--- src/rtl/serv_rdata_ser_pkg.sv ---
// Shared constants and types for the SERV load-data serializer.
package serv_rdata_ser_pkg;

  localparam int STREAM_LEN = 32;

  localparam logic [1:0] SIZE_BYTE = 2'd0;
  localparam logic [1:0] SIZE_HALF = 2'd1;
  localparam logic [1:0] SIZE_WORD = 2'd2;

  localparam logic [1:0] ST_IDLE  = 2'd0;
  localparam logic [1:0] ST_BUS   = 2'd1;
  localparam logic [1:0] ST_SHIFT = 2'd2;

  typedef struct packed {
    logic [1:0] lsb;
    logic [1:0] size;
    logic       sgn;
  } load_cfg_t;

endpackage

--- src/rtl/serv_rdata_align.sv ---
// Combinational alignment of the read word: byte-offset shift, extension bit
// select and the per-size bit-limit compare used while streaming.
module serv_rdata_align
  import serv_rdata_ser_pkg::*;
(
  input  logic [31:0] rdt,
  input  load_cfg_t   cfg,
  input  logic [4:0]  cnt,
  output logic [31:0] shifted,
  output logic        sign,
  output logic        in_range
);

  always_comb begin
    shifted  = rdt >> {cfg.lsb, 3'b000};
    sign     = 1'b0;
    in_range = 1'b1;
    // Size 11 falls into the default branch and behaves as a word.
    case (cfg.size)
      SIZE_BYTE: begin
        sign     = cfg.sgn & shifted[7];
        in_range = (cnt < 5'd8);
      end
      SIZE_HALF: begin
        sign     = cfg.sgn & shifted[15];
        in_range = (cnt < 5'd16);
      end
      default: ;
    endcase
  end

endmodule

--- src/rtl/serv_rdata_ser.sv ---
// Load-data path: bus read, capture and align, then LSB-first serial stream.
//   state    | meaning
//   ST_IDLE  | waiting for i_req
//   ST_BUS   | o_dbus_cyc high, waiting for i_dbus_ack
//   ST_SHIFT | aligned word held, one bit consumed per i_en
module serv_rdata_ser
  import serv_rdata_ser_pkg::*;
(
  input  logic        i_clk,
  input  logic        i_rst_n,
  input  logic        i_req,
  input  logic [1:0]  i_lsb,
  input  logic [1:0]  i_size,
  input  logic        i_signed,
  output logic        o_dbus_cyc,
  input  logic        i_dbus_ack,
  input  logic [31:0] i_dbus_rdt,
  output logic        o_rdy,
  input  logic        i_en,
  output logic        o_q,
  output logic        o_done
);

  logic [1:0]  state;
  load_cfg_t   cfg;
  logic [31:0] data;
  logic [4:0]  cnt;
  logic        sign;
  logic        done;

  logic [31:0] shifted;
  logic        al_sign;
  logic        in_range;

  serv_rdata_align u_align (
    .rdt      (i_dbus_rdt),
    .cfg      (cfg),
    .cnt      (cnt),
    .shifted  (shifted),
    .sign     (al_sign),
    .in_range (in_range)
  );

  always_ff @(posedge i_clk or negedge i_rst_n) begin
    if (!i_rst_n) begin
      state <= ST_IDLE;
      cfg   <= '0;
      data  <= '0;
      cnt   <= '0;
      sign  <= 1'b0;
      done  <= 1'b0;
    end else begin
      done <= 1'b0;
      case (state)
        ST_IDLE: begin
          if (i_req) begin
            cfg   <= '{lsb: i_lsb, size: i_size, sgn: i_signed};
            state <= ST_BUS;
          end
        end
        ST_BUS: begin
          if (i_dbus_ack) begin
            data  <= shifted;
            sign  <= al_sign;
            cnt   <= '0;
            state <= ST_SHIFT;
          end
        end
        ST_SHIFT: begin
          if (i_en) begin
            data <= {1'b0, data[31:1]};
            cnt  <= cnt + 5'd1;
            // Counter wraps to zero on the last bit; the stream ends here.
            if (cnt == 5'(STREAM_LEN - 1)) begin
              state <= ST_IDLE;
              done  <= 1'b1;
            end
          end
        end
        default: state <= ST_IDLE;
      endcase
    end
  end

  assign o_dbus_cyc = (state == ST_BUS);
  assign o_rdy      = (state == ST_SHIFT);
  assign o_q        = o_rdy & (in_range ? data[0] : sign);
  assign o_done     = done;

endmodule

--- config.mk ---
export PLATFORM = sky130hd
export DESIGN_NAME = serv_rdata_ser
export DESIGN_NICKNAME = d
export VERILOG_FILES = /design/src/rtl/serv_rdata_ser_pkg.sv /design/src/rtl/serv_rdata_align.sv /design/src/rtl/serv_rdata_ser.sv
export SDC_FILE = /design/constraint.sdc
export NUM_CORES = 1
export LEC_CHECK = 0
export BUFFER_PORTS_ARGS = -buffer_cell sky130_fd_sc_hd__buf_4
export CAP_MARGIN = 0
export CORE_MARGIN = 2
export CORE_UTILIZATION = 55
export CTS_CLUSTER_DIAMETER = 60
export DETAILED_ROUTE_END_ITERATION = 8
export GPL_ROUTABILITY_DRIVEN = 0
export HOLD_SLACK_MARGIN = 0.15
export PLACE_DENSITY = 0.87
export SLEW_MARGIN = 25
export SYNTH_ARGS = -nofsm -noshare
export SYNTH_HDL_FRONTEND = slang
export SYNTH_HIERARCHICAL = 1
export SYNTH_SLANG_ARGS = --single-unit
--- constraint.sdc ---
create_clock -name i_clk -period 3.6 [get_ports i_clk]
set_input_delay 1.08 -clock i_clk [delete_from_list [all_inputs] [get_ports i_clk]]
set_output_delay 1.08 -clock i_clk [all_outputs]
set_load 0.02 [all_outputs]
# Yosys cells after proc, flatten, opt, wreduce, memory -nomap -nowiden
# Cells that the tools add are included.
[word_totals] reg_bits=46 latchBits=0 mem_bits_rw=0 mem_bits_ro=0 input_bits=42 out_inout_bits=4 word_cells=47 mem_count=0
[classes] n_addsub=1 n_mul=0 div=0 magnitude_cmp=2 eq_ne=8 shifts=1 n_mux=17 n_bitwise=3 n_reduce_logical=7
[ops] cell="two-way mux 32 bit" n=2
[ops] cell="one-hot mux 32 bit (2 select lines)" n=1
[ops] cell="right shift 32 x 5 -> 32 bit" n=1
[ops] cell="two-way mux 5 bit" n=2
[ops] cell="one-hot mux 5 bit (2 select lines)" n=1
[ops] cell="two-way mux 2 bit" n=4
[ops] cell="!= test 2 x 1 -> 1 bit, second input constant" n=3
[ops] cell="one-hot mux 2 bit (3 select lines)" n=1
[ops] cell="adder 5 x 1 -> 5 bit, second input constant" n=1
[ops] cell="== test 5 bit, second input constant" n=1
[ops] cell="< comparator 5 x 4 -> 1 bit, second input constant" n=1
[ops] cell="< comparator 5 bit, second input constant" n=1
[ops] cell="== test 2 x 1 -> 1 bit, second input constant" n=2
[ops] cell="zero test 2 bit" n=2
[ops] cell="two-way mux 1 bit" n=4
[ops] cell="one-hot mux 1 bit (2 select lines)" n=2
[ops] cell="AND reduction 2 bit" n=2
[ops] cell="AND reduction 4 bit" n=1
[ops] cell="AND 1 bit" n=3
[ops] cell="AND reduction 3 bit" n=1
[ops] cell="== test 2 bit, second input constant" n=1
[ops] cell="!= test 2 bit, second input constant" n=1
[ops] cell="nonzero test 2 bit" n=1

# Logic depth before layout (Yosys ltp)
# Gate-level depths: netlist of the first run.
[depth] word_depth=4 mapped_depth=7 mapped_depth_nobuf=5

# Modules after synthesis
# Netlist of the first run, hierarchy kept.
[modules_own_cells] mod="serv_rdata_ser" n_inst=1 cells_each=162 area_each_um2=2289.7 seq_area_each_um2=1151.1
[modules_own_cells] mod="serv_rdata_align" n_inst=1 cells_each=89 area_each_um2=595.6 seq_area_each_um2=0.0

# Worst setup path before layout of the first run
# OpenSTA, ideal clock, no wires.
[synth_path] kind="reg-to-output" startpoint="reg state[1]" endpoint="out o_q" arrival_ps=1287 required_time_ps=2520 setup_slack_ps=1233 stages_incl_launch_ff=5 path_buffers=2 cell_sequence="dfrtp_1 > nor2b_4 > buf_6 > buf_6 > nor2b_1"
[synth_via] elab_chain_len=2
[synth_rtl] item="start, declared" line="serv_rdata_ser.sv:24" source="logic [1:0] state;"
[synth_rtl] item="start signal, assigned" line="serv_rdata_ser.sv:46" source="state <= ST_IDLE;"
[synth_rtl] item="start signal, assigned" line="serv_rdata_ser.sv:58" source="state <= ST_BUS;"
[synth_rtl] item="start signal, assigned" line="serv_rdata_ser.sv:66" source="state <= ST_SHIFT;"
[synth_rtl] item="== test 2 bit" line="serv_rdata_ser.sv:86" source="assign o_rdy = (state == ST_SHIFT);"
[synth_rtl] item="net o_rdy" line="serv_rdata_ser.sv:18" source="output logic o_rdy,"
[synth_rtl] item="AND 1 bit" line="serv_rdata_ser.sv:87" source="assign o_q = o_rdy & (in_range ? data[0] : sign);"
[synth_rtl] item="end, declared" line="serv_rdata_ser.sv:20" source="output logic o_q,"
# The timed path passes the listed nets, and every way through them passes these cells.

# Final worst setup path of the first run
[layout_path] startpoint="reg cnt[3]" endpoint="out o_q"
[layout_via] elab_chain_len=4 elab_cells_between_ends=5 cone_classes="2 x order compare; 2 x mux; 1 x bitwise"
[layout_rtl] item="start, declared" line="serv_rdata_ser.sv:27" source="logic [4:0] cnt;"
[layout_rtl] item="start signal, assigned" line="serv_rdata_ser.sv:72" source="cnt <= cnt + 5'd1;"
[layout_rtl] item="< comparator 5 bit or < comparator 5 x 4 -> 1 bit (tied branches)" line="serv_rdata_align.sv:26, serv_rdata_align.sv:22"
[layout_rtl] item="one-hot mux 1 bit (2 select lines) *" line="serv_rdata_align.sv:19" source="case (cfg.size)"
[layout_rtl] item="net in_range" line="serv_rdata_ser.sv:33" source="logic in_range;"
[layout_rtl] item="two-way mux 1 bit *" line="serv_rdata_ser.sv:87"
[layout_rtl] item="AND 1 bit *" line="serv_rdata_ser.sv:87"
# Mark *: on every way through the listed nets, which the timed path passes. The rest lies on a longest branch.

==> results of run 1 <==
flip-flops by register name (all words and copies together), names as in the netlist:
signal,flops
o_done,1
cfg,5
cnt,5
sign,1
data,32
state,2
final cells by class:
type | instances | area [sq um]
clock buffer | 7 | 86.3
inverter | 5 | 18.8
multi-input combinational | 184 | 1590
fill | 405 | 1770
tap | 70 | 87.6
sequential | 46 | 1150
clock inverter | 1 | 5.00
timing repair buffer | 49 | 368
logic make-up (layout without fill, tap and decap cells):
| group | after synthesis | after routing | synth area share |
|---|---|---|---|
| buf+inv | 21 | 62 | 0.0512 |
| flops | 46 | 46 | 0.399 |
| mux | 86 | 86 | 0.337 |
| compound gates | 41 | 41 | 0.0950 |
| simple gates | 55 | 55 | 0.109 |
| fa+ha+maj | 2 | 2 | 0.00867 |
critical path: cells and delay by family (launching register included):
kind | cells | cell delay [ns]
AO/OA/AOI/OAI | 1 | 0.15
flip-flops | 1 | 0.43
multiplexers | 1 | 0.24
AND/OR/NAND/NOR | 2 | 0.21
buffers and inverters | 1 | 0.15
metal layers:
metal	part of all wire	routed length, um	GRT usage
met5	0	0	0
met4	0.0086	50	0.0564
met2	0.47	2750	0.323
met3	0.047	275	0.0474
met1	0.47	2740	0.305
how the worst max path moves through the flow:
stage / end / startpoint / depth (start not counted)
CTS: o_q / cnt[3] / 5
detailed placement: data[2] / i_dbus_ack / 5
finish: o_q / cnt[3] / 5
floorplan: o_q / state[1] / 4
global route: o_q / state[1] / 3
global placement: data[0] / i_dbus_ack / 5
per-stage QoR:
step	utilization	power (W)	hold slack (ns)
global placement	0.633	0.00216	0.474
finish	0.651	0.00254	0.504
floorplan	-	0.00200	0.452
detailed placement	0.633	0.00222	0.494
global route	0.651	0.00272	0.522
CTS	0.651	0.00255	0.507
where the power goes:
part	internal [W]	total, W	switching [W]
clock network	0.000155	0.000334	0.000179
logic	0.000735	0.00127	0.000532
registers	0.000721	0.000940	0.000219
cell usage in the layout, fill, tap and decap left out, drive strengths merged, types with 3 or more instances in the layout:
cell type / netlist / layout
nor2b: 11 / 11
mux2i: 17 / 17
a311oi: 3 / 3
nor2: 14 / 14
clkbuf: 3 / 7
and2: 8 / 8
buf: 13 / 49
inv: 5 / 5
mux2: 68 / 68
o21ai: 9 / 9
dfrtp: 46 / 46
a21oi: 14 / 14
a211oi: 9 / 9
nand2: 9 / 9
==> out/metrics.yaml, run 1 <==
finalNonFillerCells: 362
period_needed_ns: 2.57
min_path_type: "reg -> reg"
cts_tree: "yes"
grt_pass1_wl_mm: 9.96
period_share: 0.714
critPathKind: "reg -> out"
ant_nets: 0
clk_path_buf_depth: 2
synth_seq_area_share: 0.399
layout_setup_ws_ns: 1.03
hold_depth: 1
clock_latency_ns: 0.30
nets: 335
slew_headroom: 0.364
grt_max_degree: 47
cts_root_buffer: "clkbuf_8"
cp-start-kind: "flip-flop"
ios: 46
holdCritStartpoint: "data[19]"
grt_pass1_vias: 2036
yosys_warnings: 6
antenna_found_initial: 0
firstDrtPassIters: 4
crit_arrival_ns: 1.49
drv_slew: 0
wirelength_mm: 5.82
final_hold_viol_count: 0
syn_inst: 251
htreeDepth: 2
timing.max_cap.violations: 0
place_worst_setup_slack_ns: 1.13
post-route-drc-count: 0
tns_ns: 0
regToRegEndpoint: "data[7]"
critPathMaxFanout: 5
reg2reg_slack_ns: 1.20
leakage_nw: 1.53
cpMostUsedCell: "nor2b_1"
grt_overflow: 0
irDropWorstVdd_uv: 504
dp_hpwl_mm: 4.03
yosysMostFrequentCell: "mux2_2"
wire_per_inst_um: 16.1
hold_path_end: "data[19]"
initial_utilization: 0.569
worstPathRequired_ns: 2.52
syn_avg_cell_area_sq_um: 11.5
skew_ns: 0.00366
setup_viol: 0
coreArea_sq_mm: 0.00507
max_stage_delay_ns: 0.43
r2r_cells: 5
endpoint_kind: "output port"
synthesis.area_sq_mm: 0.00289
synth_ff_type: "dfrtp_1"
yosys.area.top_type: "dfrtp_1"
placed_area_sq_mm: 0.00321
die_h_um: 76.4
postCtsSetupBuffers: 0
dieArea_sq_mm: 0.00584
cts_resized: 0
syn_nets: 295
yosys-top-cells-count: "mux2_2 (62), dfrtp_1 (46), mux2i_1 (17)"
final_area_sq_mm: 0.00330
path_cells: "nor2b_1, o21bai_1, mux2i_1, nor2b_1, buf_4"
diodes: 0
synthArstFlopShare: 1.00
syn_to_final_growth_pct: 14.5
slowest_stage: "dfrtp_1"
rows: 26
outcome: "finished, final reports clean"
synth_top_cell_area_share: 0.399
viasPerCell: 5.57
ys_types: 35
rsz0062_at_grt: "false"
drive_gt1_frac: 0.435
cts_buffers: 5
synth_edf_count: 0
io_buffers: 45
dr_total_vias: 2015
synth_area_leaders: "dfrtp_1 (40%), mux2_2 (24%), mux2i_1 (5.9%), buf_6 (3.1%), a21oi_1 (2.4%)"
ys_ff_latch: 46
crit-reg2reg-launch: "cfg[4]"
dp_cells: 354
fmax_ghz: 0.389
hold_buffers: 0
fp.dieW_um: 76.4
drtIter0Drc: 171
grtUsageTotal: 0.212
tightest_slew_ns: 0.954
cts.reportedPaths.clkPinSlew_ns: 0.09
pwr_density_cell_mw_per_mm2: 769
cts.sink_count: 46
(Power assumes the default switching activity.)
==> run 2, diff against run 1 <==
--- a/config.mk
+++ b/config.mk
@@ -8,12 +8,12 @@
 export BUFFER_PORTS_ARGS = -buffer_cell sky130_fd_sc_hd__buf_4
 export CAP_MARGIN = 0
 export CORE_MARGIN = 2
-export CORE_UTILIZATION = 55
+export CORE_UTILIZATION = 51
 export CTS_CLUSTER_DIAMETER = 60
 export DETAILED_ROUTE_END_ITERATION = 8
 export GPL_ROUTABILITY_DRIVEN = 0
 export HOLD_SLACK_MARGIN = 0.15
-export PLACE_DENSITY = 0.87
+export PLACE_DENSITY = 0.85
 export SLEW_MARGIN = 25
 export SYNTH_ARGS = -nofsm -noshare
 export SYNTH_HDL_FRONTEND = slang
==> constraint.sdc (replaced) <==
create_clock -name i_clk -period 2.16 [get_ports i_clk]
set_input_delay 0.648 -clock i_clk [delete_from_list [all_inputs] [get_ports i_clk]]
set_output_delay 0.648 -clock i_clk [all_outputs]
set_load 0.02 [all_outputs]
==> run 2 against run 1 <==
- sequential power is 50% higher
- cell count up 1.9%
- sequential cell count unchanged
- via count rose by 2.8%
- critical path depth stayed put
- clock-buffer cell count down 1
- die area grew 7.4%
- global-route usage fell by 0.56 points
- sequential share of layout area is 0.84 points lower
- wire length up 1.2%
- cell area up 2.5%
- critical path type unchanged
- largest cell class unchanged
- largest power group unchanged
==> out/metrics.yaml, run 2 (synthesis results as in run 1) <==
outcome: "finished, final reports clean"
place_worst_setup_slack_ns: 0.318  # -0.813 ns
critPathKind: "reg -> out"
grt_pass1_wl_mm: 10.1  # +1.2%
drive_gt1_frac: 0.448  # +0.0129
final_area_sq_mm: 0.00338  # +2.5%
reg_top3: "data: 32 flops, cfg: 5 flops, cnt: 5 flops"
grtUsageTotal: 0.206  # -0.00561
seqPwrFrac: 0.324  # -0.046
placed_area_sq_mm: 0.00327  # +1.9%
pwr_density_cell_mw_per_mm2: 1290  # +67%
htreeDepth: 2  # unchanged
antenna_found_initial: 0  # unchanged
cts_resized: 0  # unchanged
initial_utilization: 0.527  # -0.0413
cts_buffers: 5  # unchanged
drv_slew: 0  # unchanged
top_register: "data"
cts_tree: "yes"
final_hold_viol_count: 0  # unchanged
skew_ns: 0.0102  # +0.00658 ns
viasPerCell: 5.61  # +0.83%
rows: 27  # +3.8%
hold_buffers: 0  # unchanged
critPathMaxFanout: 3  # -2
clock_latency_ns: 0.30  # about the same
ant_nets: 0  # unchanged
cp-start-kind: "flip-flop"
r2r_cells: 4  # -1
wirelength_mm: 5.89  # +1.2%
post-route-drc-count: 0  # unchanged
grt_pass1_vias: 2057  # +1.0%
internal_power_w: 0.00278  # +72%
power_frac_comb: 0.546  # +0.047
tightest_slew_ns: 0.590  # -0.364 ns
wire_per_inst_um: 16.0  # -0.72%
ios: 46  # unchanged
fp.dieW_um: 79.2  # +3.6%
coreArea_sq_mm: 0.00547  # +7.8%
endpoint_kind: "output port"
cts_root_buffer: "clkbuf_8"
dr_total_vias: 2071  # +2.8%
worstPathRequired_ns: 1.51  # -1.01 ns
largest_reg_flops: 32  # unchanged
io_buffers: 45  # unchanged
fillCellCount: 451  # +11%
grt_max_degree: 47  # unchanged
cts.reportedPaths.clkPinSlew_ns: 0.09  # about the same
mostFrequentLayoutCells: "mux2_2 (62), buf_4 (51), dfrtp_1 (46), mux2i_1 (17)"
layout_setup_ws_ns: 0.0610  # -0.968 ns
syn_to_final_growth_pct: 17.3
timing.max_cap.violations: 0  # unchanged
dp_hpwl_mm: 4.16  # +3.3%
firstDrtPassIters: 4  # unchanged
postCtsSetupBuffers: 0  # unchanged
dieArea_sq_mm: 0.00628  # +7.4%
diodes: 0  # unchanged
p_sw_frac: 0.361  # -0.00462
layout.cells.most_common: "mux2_2"
leakage_nw: 1.57  # +2.3%
cts.sink_count: 46  # unchanged
fmax_ghz: 0.476
slew_headroom: 0.607  # +0.243
nets: 340  # +1.5%
drtIter0Drc: 126  # -26%
grt_overflow: 0  # unchanged
period_needed_ns: 2.10
min_path_type: "in -> async"
power_switching_w: 0.00157  # +69%
rsz0062_at_grt: "true"
period_share: 0.972
clk_path_buf_depth: 2  # unchanged
crit_arrival_ns: 1.45  # -0.04 ns
irDropWorstVdd_uv: 820  # +63%
pwr-share-clk: 0.129  # -0.002
die_h_um: 79.2  # +3.6%
setup_viol: 0  # unchanged
## run 2: changes by cell type in the layout (fill, tap and decap cells not counted)
cell        change
buf_12          +3
clkbuf_1        -1
clkinvlp_4      +1
buf_4           +2
## run 2: final cells by class
| class | instances | area [sq um] | share of cell area |
|---|---|---|---|
| multi-input combinational | 184 | 1590 | 0.469 |
| sequential | 46 | 1150 | 0.340 |
| timing repair buffer | 54 | 443 | 0.131 |
| tap | 72 | 90.1 | 0.0266 |
| clock buffer | 6 | 82.6 | 0.0244 |
| inverter | 5 | 18.8 | 0.00555 |
| clock inverter | 2 | 12.5 | 0.00370 |
## run 2: final timing paths
path                           from       end  slack (ns)
max                          cnt[3]       o_q        0.06
min                         i_rst_n    cfg[1]        0.35
max reg2reg                state[0]  data[19]        0.35
min reg2reg                data[25]  data[25]        0.51
max in group asynchronous   i_rst_n  data[26]        1.41
min in group i_clk         data[25]  data[25]        0.51
## run 2: power by group through the flow
stage                     Sequential, W  Combinational (W)  Clock, W
final                           0.00141            0.00238  0.000562
after global routing            0.00145            0.00260  0.000604
after CTS                       0.00142            0.00239  0.000574
after detailed placement        0.00144            0.00237         0
after global placement          0.00142            0.00230         0
after floorplan                 0.00137            0.00197         0
## run 2: through the flow
| stage | power [W] | cells | util | TNS [ns] | hold WS (ns) |
|---|---|---|---|---|---|
| after CTS | 0.00438 | 367 | 0.616 | 0 | 0.360 |
| after global placement | 0.00372 | 359 | 0.598 | 0 | 0.467 |
| after detailed placement | 0.00380 | 359 | 0.598 | 0 | 0.491 |
| after global routing | 0.00466 | 369 | 0.618 | -0.00231 | 0.385 |
| after floorplan | 0.00334 | 251 | - | 0 | 0.352 |
| final | 0.00435 | 369 | 0.618 | 0 | 0.350 |
## run 2: per-layer routing
metal | wire [um] | GRT usage
met1 | 2740 | 0.277
met5 | 0 | 0
met4 | 70 | 0.0621
met2 | 2900 | 0.338
met3 | 183 | 0.0398
## run 2: critical path: stages, from the launching register on
cell and delay, ns:
dfrtp_1 0.41, nor2b_1 0.14, o21bai_1 0.17, mux2i_1 0.21, nor2b_1 0.06, buf_4 0.15
